--- src/rtl/bcd6311_to_xs3_packer_if.sv ---
// Digit-in / word-out valid-ready bundle for bcd6311_to_xs3_packer.
// The master modport is the environment (digit source plus word consumer); slave is the packer.
interface bcd6311_to_xs3_packer_if #(
    parameter int unsigned DIGITS = 4
);
    logic                  in_valid;
    logic                  in_ready;
    logic [3:0]            in_digit;
    logic                  out_valid;
    logic                  out_ready;
    logic [4*DIGITS-1:0]   out_word;
    logic                  out_err;

    modport master (
        output in_valid,
        output in_digit,
        output out_ready,
        input  in_ready,
        input  out_valid,
        input  out_word,
        input  out_err
    );

    modport slave (
        input  in_valid,
        input  in_digit,
        input  out_ready,
        output in_ready,
        output out_valid,
        output out_word,
        output out_err
    );
endinterface

--- src/rtl/bcd6311_to_xs3_packer.sv ---
// Streams BCD 6-3-1-1 digits in, packs DIGITS Excess-3 nibbles per word (MSD first).
// Optional saturating invalid-digit counter enabled by BCD6311_ERR_CNT_EN.
module bcd6311_to_xs3_packer #(
    parameter int unsigned DIGITS = 4
) (
    input  logic                          i_clk,
    input  logic                          i_rst_n,
    input  logic                          i_clr,
    bcd6311_to_xs3_packer_if.slave        bus
`ifdef BCD6311_ERR_CNT_EN
    ,
    output logic [7:0]                    o_err_count
`endif
);

    typedef enum logic [0:0] {StCollect, StHold} state_e;

    localparam logic [3:0] LastCnt = 4'(DIGITS - 1);

    state_e                r_state;
    logic [4*DIGITS-1:0]   r_word;
    logic                  r_err;
    logic [3:0]            r_cnt;

    state_e                w_state_nxt;
    logic [4*DIGITS-1:0]   w_word_nxt;
    logic                  w_err_nxt;
    logic [3:0]            w_cnt_nxt;
    logic [4*DIGITS-1:0]   w_nib_ext;
    logic [4:0]            w_conv;
    logic                  w_accept;

    // Returns {invalid, xs3}; invalid codes map to XS-3 zero.
    function automatic logic [4:0] conv_6311(input logic [3:0] code);
        logic [4:0] res;
        case (code)
            4'b0000: res = 5'b0_0011;
            4'b0001: res = 5'b0_0100;
            4'b0011: res = 5'b0_0101;
            4'b0100: res = 5'b0_0110;
            4'b0101: res = 5'b0_0111;
            4'b0111: res = 5'b0_1000;
            4'b1000: res = 5'b0_1001;
            4'b1001: res = 5'b0_1010;
            4'b1011: res = 5'b0_1011;
            4'b1100: res = 5'b0_1100;
            default: res = 5'b1_0011;
        endcase
        return res;
    endfunction

    assign w_conv   = conv_6311(bus.in_digit);
    assign w_accept = bus.in_valid && (r_state == StCollect);

    always_comb begin
        w_state_nxt = r_state;
        w_word_nxt  = r_word;
        w_err_nxt   = r_err;
        w_cnt_nxt   = r_cnt;
        w_nib_ext   = '0;
        w_nib_ext[3:0] = w_conv[3:0];
        if (i_clr) begin
            w_state_nxt = StCollect;
            w_word_nxt  = '0;
            w_err_nxt   = 1'b0;
            w_cnt_nxt   = '0;
        end else begin
            unique case (r_state)
                StCollect: begin
                    if (w_accept) begin
                        w_word_nxt = (r_word << 4) | w_nib_ext;
                        w_err_nxt  = r_err | w_conv[4];
                        if (r_cnt == LastCnt) begin
                            w_cnt_nxt   = '0;
                            w_state_nxt = StHold;
                        end else begin
                            w_cnt_nxt = r_cnt + 4'd1;
                        end
                    end
                end
                StHold: begin
                    if (bus.out_ready) begin
                        w_state_nxt = StCollect;
                        w_err_nxt   = 1'b0;
                    end
                end
                default: w_state_nxt = StCollect;
            endcase
        end
    end

    always_ff @(posedge i_clk or negedge i_rst_n) begin
        if (!i_rst_n) begin
            r_state <= StCollect;
            r_word  <= '0;
            r_err   <= 1'b0;
            r_cnt   <= '0;
        end else begin
            r_state <= w_state_nxt;
            r_word  <= w_word_nxt;
            r_err   <= w_err_nxt;
            r_cnt   <= w_cnt_nxt;
        end
    end

    assign bus.in_ready  = (r_state == StCollect);
    assign bus.out_valid = (r_state == StHold);
    assign bus.out_word  = r_word;
    assign bus.out_err   = r_err;

`ifdef BCD6311_ERR_CNT_EN
    logic [7:0] r_err_count;

    // Survives clr on purpose; only reset clears it.
    always_ff @(posedge i_clk or negedge i_rst_n) begin
        if (!i_rst_n) begin
            r_err_count <= '0;
        end else if (w_accept && !i_clr && w_conv[4] && (r_err_count != 8'hFF)) begin
            r_err_count <= r_err_count + 8'd1;
        end
    end

    assign o_err_count = r_err_count;
`endif

endmodule

--- src/flat_wrapper.sv ---
// flat-port wrapper written by rule: the top's interface ports become plain ports
module bcd6311_to_xs3_packer_flat 
#(
    parameter int unsigned DIGITS = 4
)
  (i_clk, i_rst_n, i_clr, bus_in_valid, bus_in_digit, bus_out_ready, bus_in_ready, bus_out_valid, bus_out_word, bus_out_err);
  bcd6311_to_xs3_packer_if #(.DIGITS(DIGITS)) bus_i ();
  input  logic i_clk;
  input  logic i_rst_n;
  input  logic i_clr;
  input wire logic [$bits(bus_i.in_valid)-1:0] bus_in_valid;
  input wire logic [$bits(bus_i.in_digit)-1:0] bus_in_digit;
  input wire logic [$bits(bus_i.out_ready)-1:0] bus_out_ready;
  output wire logic [$bits(bus_i.in_ready)-1:0] bus_in_ready;
  output wire logic [$bits(bus_i.out_valid)-1:0] bus_out_valid;
  output wire logic [$bits(bus_i.out_word)-1:0] bus_out_word;
  output wire logic [$bits(bus_i.out_err)-1:0] bus_out_err;
  assign bus_i.in_valid = bus_in_valid;
  assign bus_i.in_digit = bus_in_digit;
  assign bus_i.out_ready = bus_out_ready;
  assign bus_in_ready = bus_i.in_ready;
  assign bus_out_valid = bus_i.out_valid;
  assign bus_out_word = bus_i.out_word;
  assign bus_out_err = bus_i.out_err;
  bcd6311_to_xs3_packer #(.DIGITS(DIGITS)) u_core (.i_clk(i_clk), .i_rst_n(i_rst_n), .i_clr(i_clr), .bus(bus_i));
endmodule
--- config.mk ---
export PLATFORM = sky130hd
export DESIGN_NAME = bcd6311_to_xs3_packer_flat
export DESIGN_NICKNAME = d
export VERILOG_FILES = /design/src/rtl/bcd6311_to_xs3_packer_if.sv /design/src/rtl/bcd6311_to_xs3_packer.sv /design/src/flat_wrapper.sv
export SDC_FILE = /design/constraint.sdc
export NUM_CORES = 1
export LEC_CHECK = 0
export CAP_MARGIN = 40
export CORE_AREA = 2 2 49 51
export CTS_BUF_LIST = sky130_fd_sc_hd__clkbuf_8
export CTS_CLUSTER_DIAMETER = 40
export DETAILED_ROUTE_END_ITERATION = 7
export DIE_AREA = 0 0 51 53
export PLACE_DENSITY = 0.93
export SYNTH_ARGS = -nofsm -noshare
export SYNTH_HDL_FRONTEND = slang
export SYNTH_SLANG_ARGS = --single-unit
--- constraint.sdc ---
create_clock -name i_clk -period 2.1 [get_ports i_clk]
set_input_delay 0.42 -clock i_clk [delete_from_list [all_inputs] [get_ports i_clk]]
set_output_delay 0.42 -clock i_clk [all_outputs]
set_load 0.02 [all_outputs]
**After elaboration in Yosys (flattened, before gate mapping)**

Memories as Yosys holds them, arrays and structs flattened.
Cells that the tools add are included.
Widths: inputs -> output; s select.

- Register bits: 22
- ROM bits: 80
- Bits of input ports: 9
- Output and inout port bits: 19
- Word-level logic and storage cells: 33
- Memories: 1

- Add/subtract/negate cells: 1
- Equal/unequal tests: 4
- Mux-type cells: 16
- Bitwise logic cells: 3
- Reduce and logical (&&, ||, !) cells: 4

Memories:

| memory | words | bits a word | read ports | clocked after memory_dff | wr ports | line | source |
|---|---|---|---|---|---|---|---|
| (no name shown) | 16 | 5 | 1 | 0 | 0 | bcd6311_to_xs3_packer.sv:36 | `case (code)` |

Operators by type and width:

| cell | count |
|---|---|
| $mux 16 | 3 |
| $mux 4 | 4 |
| $or 16x4->16 | 1 |
| $mux 1 | 7 |
| $add 4x1->4 const B | 1 |
| $eq 4x2->1 const B | 1 |
| $pmux 1 s2 | 2 |
| $reduce_and 2->1 | 2 |
| $ne 3x2->1 const B | 1 |
| $ne 3x3->1 const B | 1 |
| $ne 2x2->1 const B | 1 |
| $reduce_bool 2->1 | 1 |
| $logic_and 1x1->1 | 1 |
| $not 1->1 | 1 |
| $or 1x1->1 | 1 |

**Logic depth before layout (Yosys ltp)**

Gate-level depths: netlist of run 1.

- Word-level depth: 5
- Mapped depth: 5
- Gate-level depth less buffers: 5

**Worst setup path before layout of run 1**

No wires, ideal clock.

- Kind: in2reg
- From: input bus_in_digit[0]
- To: register u_core.r_word[0] (netlist: u_core.bus.out_word[0])
- Library setup time: 0.078 ns
- Arrival: 1.242 ns
- Required time: 2.022 ns
- Setup slack: 0.780 ns
- Stages on the path: 5
- Buffers on the path: 0
- Cell sequence: inv_1 > ha_1 > nand2b_1 > a311o_1 > a21oi_1

- Word-level cells in the longest chain between the ends: 5

RTL lines:

| element | line | source |
|---|---|---|
| from (decl) | flat_wrapper.sv:12 | `input wire logic [$bits(bus_i.in_digit)-1:0] bus_in_digit;` |
| $mem_v2 16x5 | n/a |  |
| $or 16x4->16 | bcd6311_to_xs3_packer.sv:71 | `w_word_nxt = (r_word << 4) \| w_nib_ext;` |
| $mux 16 | bcd6311_to_xs3_packer.sv:70 | `if (w_accept) begin` |
| $mux 16 | bcd6311_to_xs3_packer.sv:68 | `unique case (r_state)` |
| $mux 16 | bcd6311_to_xs3_packer.sv:62 | `if (i_clr) begin` |
| to (signal assigned) | bcd6311_to_xs3_packer.sv:100 | `r_word <= w_word_nxt;` |
| to (decl) | bcd6311_to_xs3_packer.sv:21 | `logic [4*DIGITS-1:0] r_word;` |

No other way between the ends. The select of a mux whose other input is x is not followed.
A chain may end at the register's enable or synchronous reset.

**Final worst setup path of run 1**

- From: register u_core.r_state (netlist: u_core.bus.out_valid)
- To: output bus_in_ready

- Word-level cells in the longest chain between the ends: 1

RTL lines:

| element | line | source |
|---|---|---|
| from (decl) | bcd6311_to_xs3_packer.sv:20 | `state_e r_state;` |
| from (signal assigned) | bcd6311_to_xs3_packer.sv:94 | `r_state <= StCollect;` |
| from (signal assigned) | bcd6311_to_xs3_packer.sv:99 | `r_state <= w_state_nxt;` |
| $not 1->1 | bcd6311_to_xs3_packer.sv:106 | `assign bus.in_ready = (r_state == StCollect);` |
| to (decl) | flat_wrapper.sv:14 | `output wire logic [$bits(bus_i.in_ready)-1:0] bus_in_ready;` |

No other way between the ends.

==> flow_summary.toml, run 1 <==
[outcome]
outcome = "finished, final reports clean"

[die]
start_util_pct = 52.0
die_area_mm2 = 0.00270
die_w_um = 51
die_height_um = 53
coreArea_mm2 = 0.00215
rows = 17
io_pins = 28

[routing]
avgRoutedWirePerCell_um = 13.7
ant_nets = 0
finalWirelength_um = 2430
vias = 954
dr.pass1.iters = 4
drt_iter0_drc = 21
vias_per_cell = 5.39
drcViolationCount = 0

[logic_synthesis]
syn_nets = 135
syn_inst = 119
synth.most_common_cell = "nand2_1"
ys.flop_type = "dfrtp_1"
ys_types = 31
ys_seq_area_share_pct = 49.3
synth_area_leaders = "dfrtp_1 49%, nand2_1 10%, a21oi_1 8.1%"
syn-cell-area_mm2 = 0.00112
yosysTopAreaCell = "dfrtp_1"
synth_top_area_share_pct = 49.3
synth_edf_count = 0
async_flop_share_pct = 100
synth_common_cells = "30 x nand2_1, 22 x dfrtp_1, 18 x a21oi_1"
yosysWarnings = 0
avgSynthCellArea_um2 = 9.38
synth_seq_cells = 22

[worst_setup_path]
timing.rr.start = "u_core.bus.out_valid"
critical_path_required_ns = 1.68
critPathKind = "reg -> out"
r2r-end = "u_core.bus.out_word[6]"
cp-end-kind = "output port"
rrSetupSlack_ns = 0.68
worstPathMaxFanout = 6
worst_r2r_path_depth = 4
critPathLaunchType = "flop"
arrival_ns = 1.42

[grt]
grt.total_usage_pct = 20.4
grt_first_pass_wirelength_um = 4000
antenna_found_initial = 0
grt_pass1_vias = 969
gr-total-overflow = 0
grt_max_degree = 23

[job]
max_cap_violations = 0

[power_and_ir_drop]
powerDensity_mw_per_mm2 = 672
power.leakage_uw = 0.000637
vdd_drop_max_mv = 0.459

[timing]
report.final.setup_viol = 0
fin_tns_setup_ns = 0
slew_viol_final = 0
fmax_mhz = 544
period_share_pct = 87.6
rsz0062_at_grt = "no"
layout_min_cycle_time_ns = 1.84
slew_headroom_pct = 71.0
whs_ns = 0.487
hold_violations = 0
skew_ns = 0.00922
max_slew.worst_pin.slew_ns = 0.433

[cts]
ctsResizeCount = 0
numClockSinks = 22
clock-root-buffer = "clkbuf_8"
clk_path_buf_depth = 2
post_cts_buffers = 0
cts_tree = "yes"
clk_latency_ns = 0.28
path_clk_slew_ns = 0.09
cts.htree.levels = 1
cts_buffers = 3
hold_buffers = 0

[cells_and_area]
diodes = 0
area_growth_pct = 33.5
drive_gt1_share_pct = 7.38
nets = 166

[place]
place.gp.congestion = 0.712
dp_hpwl_um = 1740
io_buffers = 27

[worst_hold_path]
hp-class = "in -> async"
## cell usage in the layout, fill, tap and decap left out, types with 2 or more instances in the layout
master           netlist  layout
nand2b_1               3       3
a211oi_1               2       2
nor2b_1                2       2
nand2_1               30      30
buf_4                  1       6
clkdlybuf4s50_1        0      27
inv_1                  5       5
nor2_1                 5       5
dfrtp_1               22      22
a21oi_1               18      18
o21ai_0                2       2
ha_1                   7       7
clkbuf_8               0       3
## logic make-up after synthesis
| group | share of synthesized area (%) |
|---|---|
| fa+ha+maj | 7.85 |
| simple gates | 19.7 |
| mux | 0.897 |
| flops | 49.3 |
| buf+inv | 5.94 |
| xor+xnor | 0.785 |
| compound gates | 15.5 |
## state kept, by name (all words and copies together), names as in the netlist
signal,count
u_core.bus.out_valid,1
u_core.r_cnt,4
u_core.bus.out_word,16
u_core.bus.out_err,1
## layout make-up
class	count	area, um^2
Fill cell	151	658
Sequential cell	22	551
Multi-Input combinational cell	85	499
Timing Repair Buffer	33	315
Clock buffer	3	41.3
Tap cell	28	35.0
Clock inverter	1	30.0
Inverter	5	18.8
## worst max-delay path by stage
stage / from / endpoint / slack [ns] / cells after the start
6_report: u_core.bus.out_valid / bus_in_ready / 0.26 / 2
5_1_grt: u_core.bus.out_valid / bus_in_ready / 0.21 / 2
4_1_cts: u_core.bus.out_valid / bus_in_ready / 0.26 / 2
3_5_place_dp: bus_in_digit[0] / u_core.bus.out_word[0] / 0.19 / 6
3_3_place_gp: bus_in_digit[0] / u_core.bus.out_word[0] / 0.25 / 6
2_1_floorplan: bus_in_digit[0] / u_core.bus.out_word[0] / 0.78 / 5
## metal layers
layer / GRT usage [%] / part of all wire (%)
met5: 0 / 0
met3: 3.39 / 4.5
met1: 20.1 / 39
met2: 38.5 / 55
met4: 14.0 / 2.3
## critical path, stage by stage (launching register included)
cell and delay [ns]:
dfrtp_1 0.44, inv_1 0.10, clkdlybuf4s50_1 0.62
## through the flow
| stage | setup WS (ns) | utilization [%] | power (uW) | std cells | area (um^2) |
|---|---|---|---|---|---|
| 2_1_floorplan | 0.780 | - | 534 | 119 | 1120 |
| 3_3_place_gp | 0.251 | 66.0 | 596 | 173 | 1420 |
| 3_5_place_dp | 0.189 | 66.0 | 603 | 173 | 1420 |
| 4_1_cts | 0.258 | 69.4 | 998 | 177 | 1490 |
| 5_1_grt | 0.214 | 69.4 | 1030 | 177 | 1490 |
| 6_report | 0.260 | 69.4 | 1000 | 177 | 1490 |
## power by group
group,leakage (uW),internal [uW],switching [uW]
combinational,0.000301,64.9,78.8
sequential,0.000301,438,13.4
clock,0.0000357,255,151
No activity file was read; power rests on OpenSTA's default activity.
==> inputs of run 2 (changes only) <==
--- a/config.mk
+++ b/config.mk
@@ -11,6 +11,7 @@
 export CTS_CLUSTER_DIAMETER = 40
 export DETAILED_ROUTE_END_ITERATION = 7
 export DIE_AREA = 0 0 51 53
+export MAX_ROUTING_LAYER = met4
 export PLACE_DENSITY = 0.93
 export SYNTH_ARGS = -nofsm -noshare
 export SYNTH_HDL_FRONTEND = slang
==> run 2 against run 1 <==
  * Flip-flop and latch count unchanged
  * Critical path depth unchanged
  * Core utilization unchanged
  * Combinational power about the same
  * Via count down 1.4%
  * Largest cell class unchanged
  * Largest power group unchanged
==> flow_summary.toml, run 2 (same netlist as run 1, synthesis figures left out) <==
[outcome]
outcome = "finished, final reports clean"

[timing]
rsz0062_at_grt = "no"
setup_ws_ns = 0.260
slew_headroom_pct = 70.8
fin_tns_setup_ns = 0
period_share_pct = 87.6
hold_violations = 0
slew_viol_final = 0
report.final.setup_viol = 0
skew_ns = 0.00741
max_slew.worst_pin.slew_ns = 0.436
fmax_mhz = 543
layout_min_cycle_time_ns = 1.84

[cells_and_area]
multiInputGateArea_um2 = 499
fin_cells = 177
area_growth_pct = 33.5
final_common_cell = "nand2_1"
regArea_um2 = 551
largest_register_ffs = 16
final_area_mm2 = 0.00149
diodes = 0
fill_cells = 151
drive_gt1_share_pct = 7.38
final_cell_mix = "30 x nand2_1, 27 x clkdlybuf4s50_1, 22 x dfrtp_1"
nets = 166

[routing]
ant_nets = 0
vias_per_cell = 5.32
drcViolationCount = 0
drt_iter0_drc = 21
wl_met2_um = 1330
top_layer = "met4"
wl_met3_um = 111
dr.pass1.iters = 4
vias = 941
avgRoutedWirePerCell_um = 13.7
routedLengthMet1_um = 935
finalWirelength_um = 2430

[power_and_ir_drop]
vdd_drop_max_mv = 0.459
p_int_uw = 759
fin_total_pwr_uw = 1000
comb_power_share_pct = 14.3
power.leakage_uw = 0.000637
p_switching_uw = 243
pwr-share-clk_pct = 40.6
seqPwrFrac_pct = 45.1
powerDensity_mw_per_mm2 = 672
swShare_pct = 24.3

[die]
rows = 17
die_area_mm2 = 0.00270
die_height_um = 53
coreArea_mm2 = 0.00215
start_util_pct = 52.0
io_pins = 28
die_w_um = 51

[cts]
cts_buffers = 3
hold_buffers = 0
clk_path_buf_depth = 2
cts_tree = "yes"
path_clk_slew_ns = 0.09
ctsResizeCount = 0
numClockSinks = 22
cts.htree.levels = 1
clk_latency_ns = 0.27
clock-root-buffer = "clkbuf_8"
post_cts_buffers = 0

[worst_setup_path]
timing.rr.start = "u_core.bus.out_valid"
cp-end-kind = "output port"
arrival_ns = 1.42
rrSetupSlack_ns = 0.69
worstPathMaxFanout = 6
r2r-end = "u_core.bus.out_word[6]"
worst_r2r_path_depth = 4
critical_path_required_ns = 1.68
critPathKind = "reg -> out"
critPathLaunchType = "flop"

[worst_hold_path]
hp-class = "in -> async"

[job]
max_cap_violations = 0

[grt]
grt_max_degree = 23
gr-total-overflow = 0
grt_first_pass_wirelength_um = 3980
grt.total_usage_pct = 20.8
antenna_found_initial = 0
grt_pass1_vias = 971

[place]
io_buffers = 27
postPlaceCellArea_mm2 = 0.00142
dp_cells = 173
dp_hpwl_um = 1740
place.gp.congestion = 0.720
pre_cts_ws_ns = 0.189
==> run 2: cell counts in the layout (fill, tap and decap cells not counted) <==
Identical to the previous run, type by type.
==> run 2: layout make-up <==
class / count / area share, %
clock inverters: 1 / 2.02
inverters: 5 / 1.26
repair buffers: 33 / 21.2
flip-flops and latches: 22 / 36.9
multi-input cells: 85 / 33.5
clock buffers: 3 / 2.77
well taps: 28 / 2.35
==> run 2: critical path, cell delays in order (launching register included) <==
cell             delay [ns]
dfrtp_1                0.44
inv_1                  0.10
clkdlybuf4s50_1        0.62
==> run 2: power groups by stage <==
stage / Combinational, uW / Clock (uW) / Sequential [uW]
final: 144 / 406 / 452
after global routing: 158 / 417 / 453
after CTS: 145 / 402 / 452
after detailed placement: 143 / 0 / 460
after global placement: 138 / 0 / 459
after floorplan: 61.6 / 0 / 472
==> run 2: stage by stage <==
stage / hold slack, ns / util (%)
global placement: 0.475 / 66.0
global route: 0.532 / 69.4
detailed placement: 0.480 / 66.0
floorplan: 0.124 / -
finish: 0.483 / 69.4
CTS: 0.497 / 69.4
==> run 2: metal layers <==
layer  vias up  global-route usage [%]
li1        464                       -
met1       445                    20.0
met2        28                    38.5
met3         4                    3.39
met4         0                    14.0
met5         -                       -
==> run 2: worst max path at each step <==
stage	start	endpoint	slack, ns	cells past startpoint
global route	u_core.bus.out_valid	bus_in_ready	0.21	2
floorplan	bus_in_digit[0]	u_core.bus.out_word[0]	0.78	5
global placement	bus_in_digit[0]	u_core.bus.out_word[0]	0.25	6
finish	u_core.bus.out_valid	bus_in_ready	0.26	2
CTS	u_core.bus.out_valid	bus_in_ready	0.26	2
detailed placement	bus_in_digit[0]	u_core.bus.out_word[0]	0.19	6
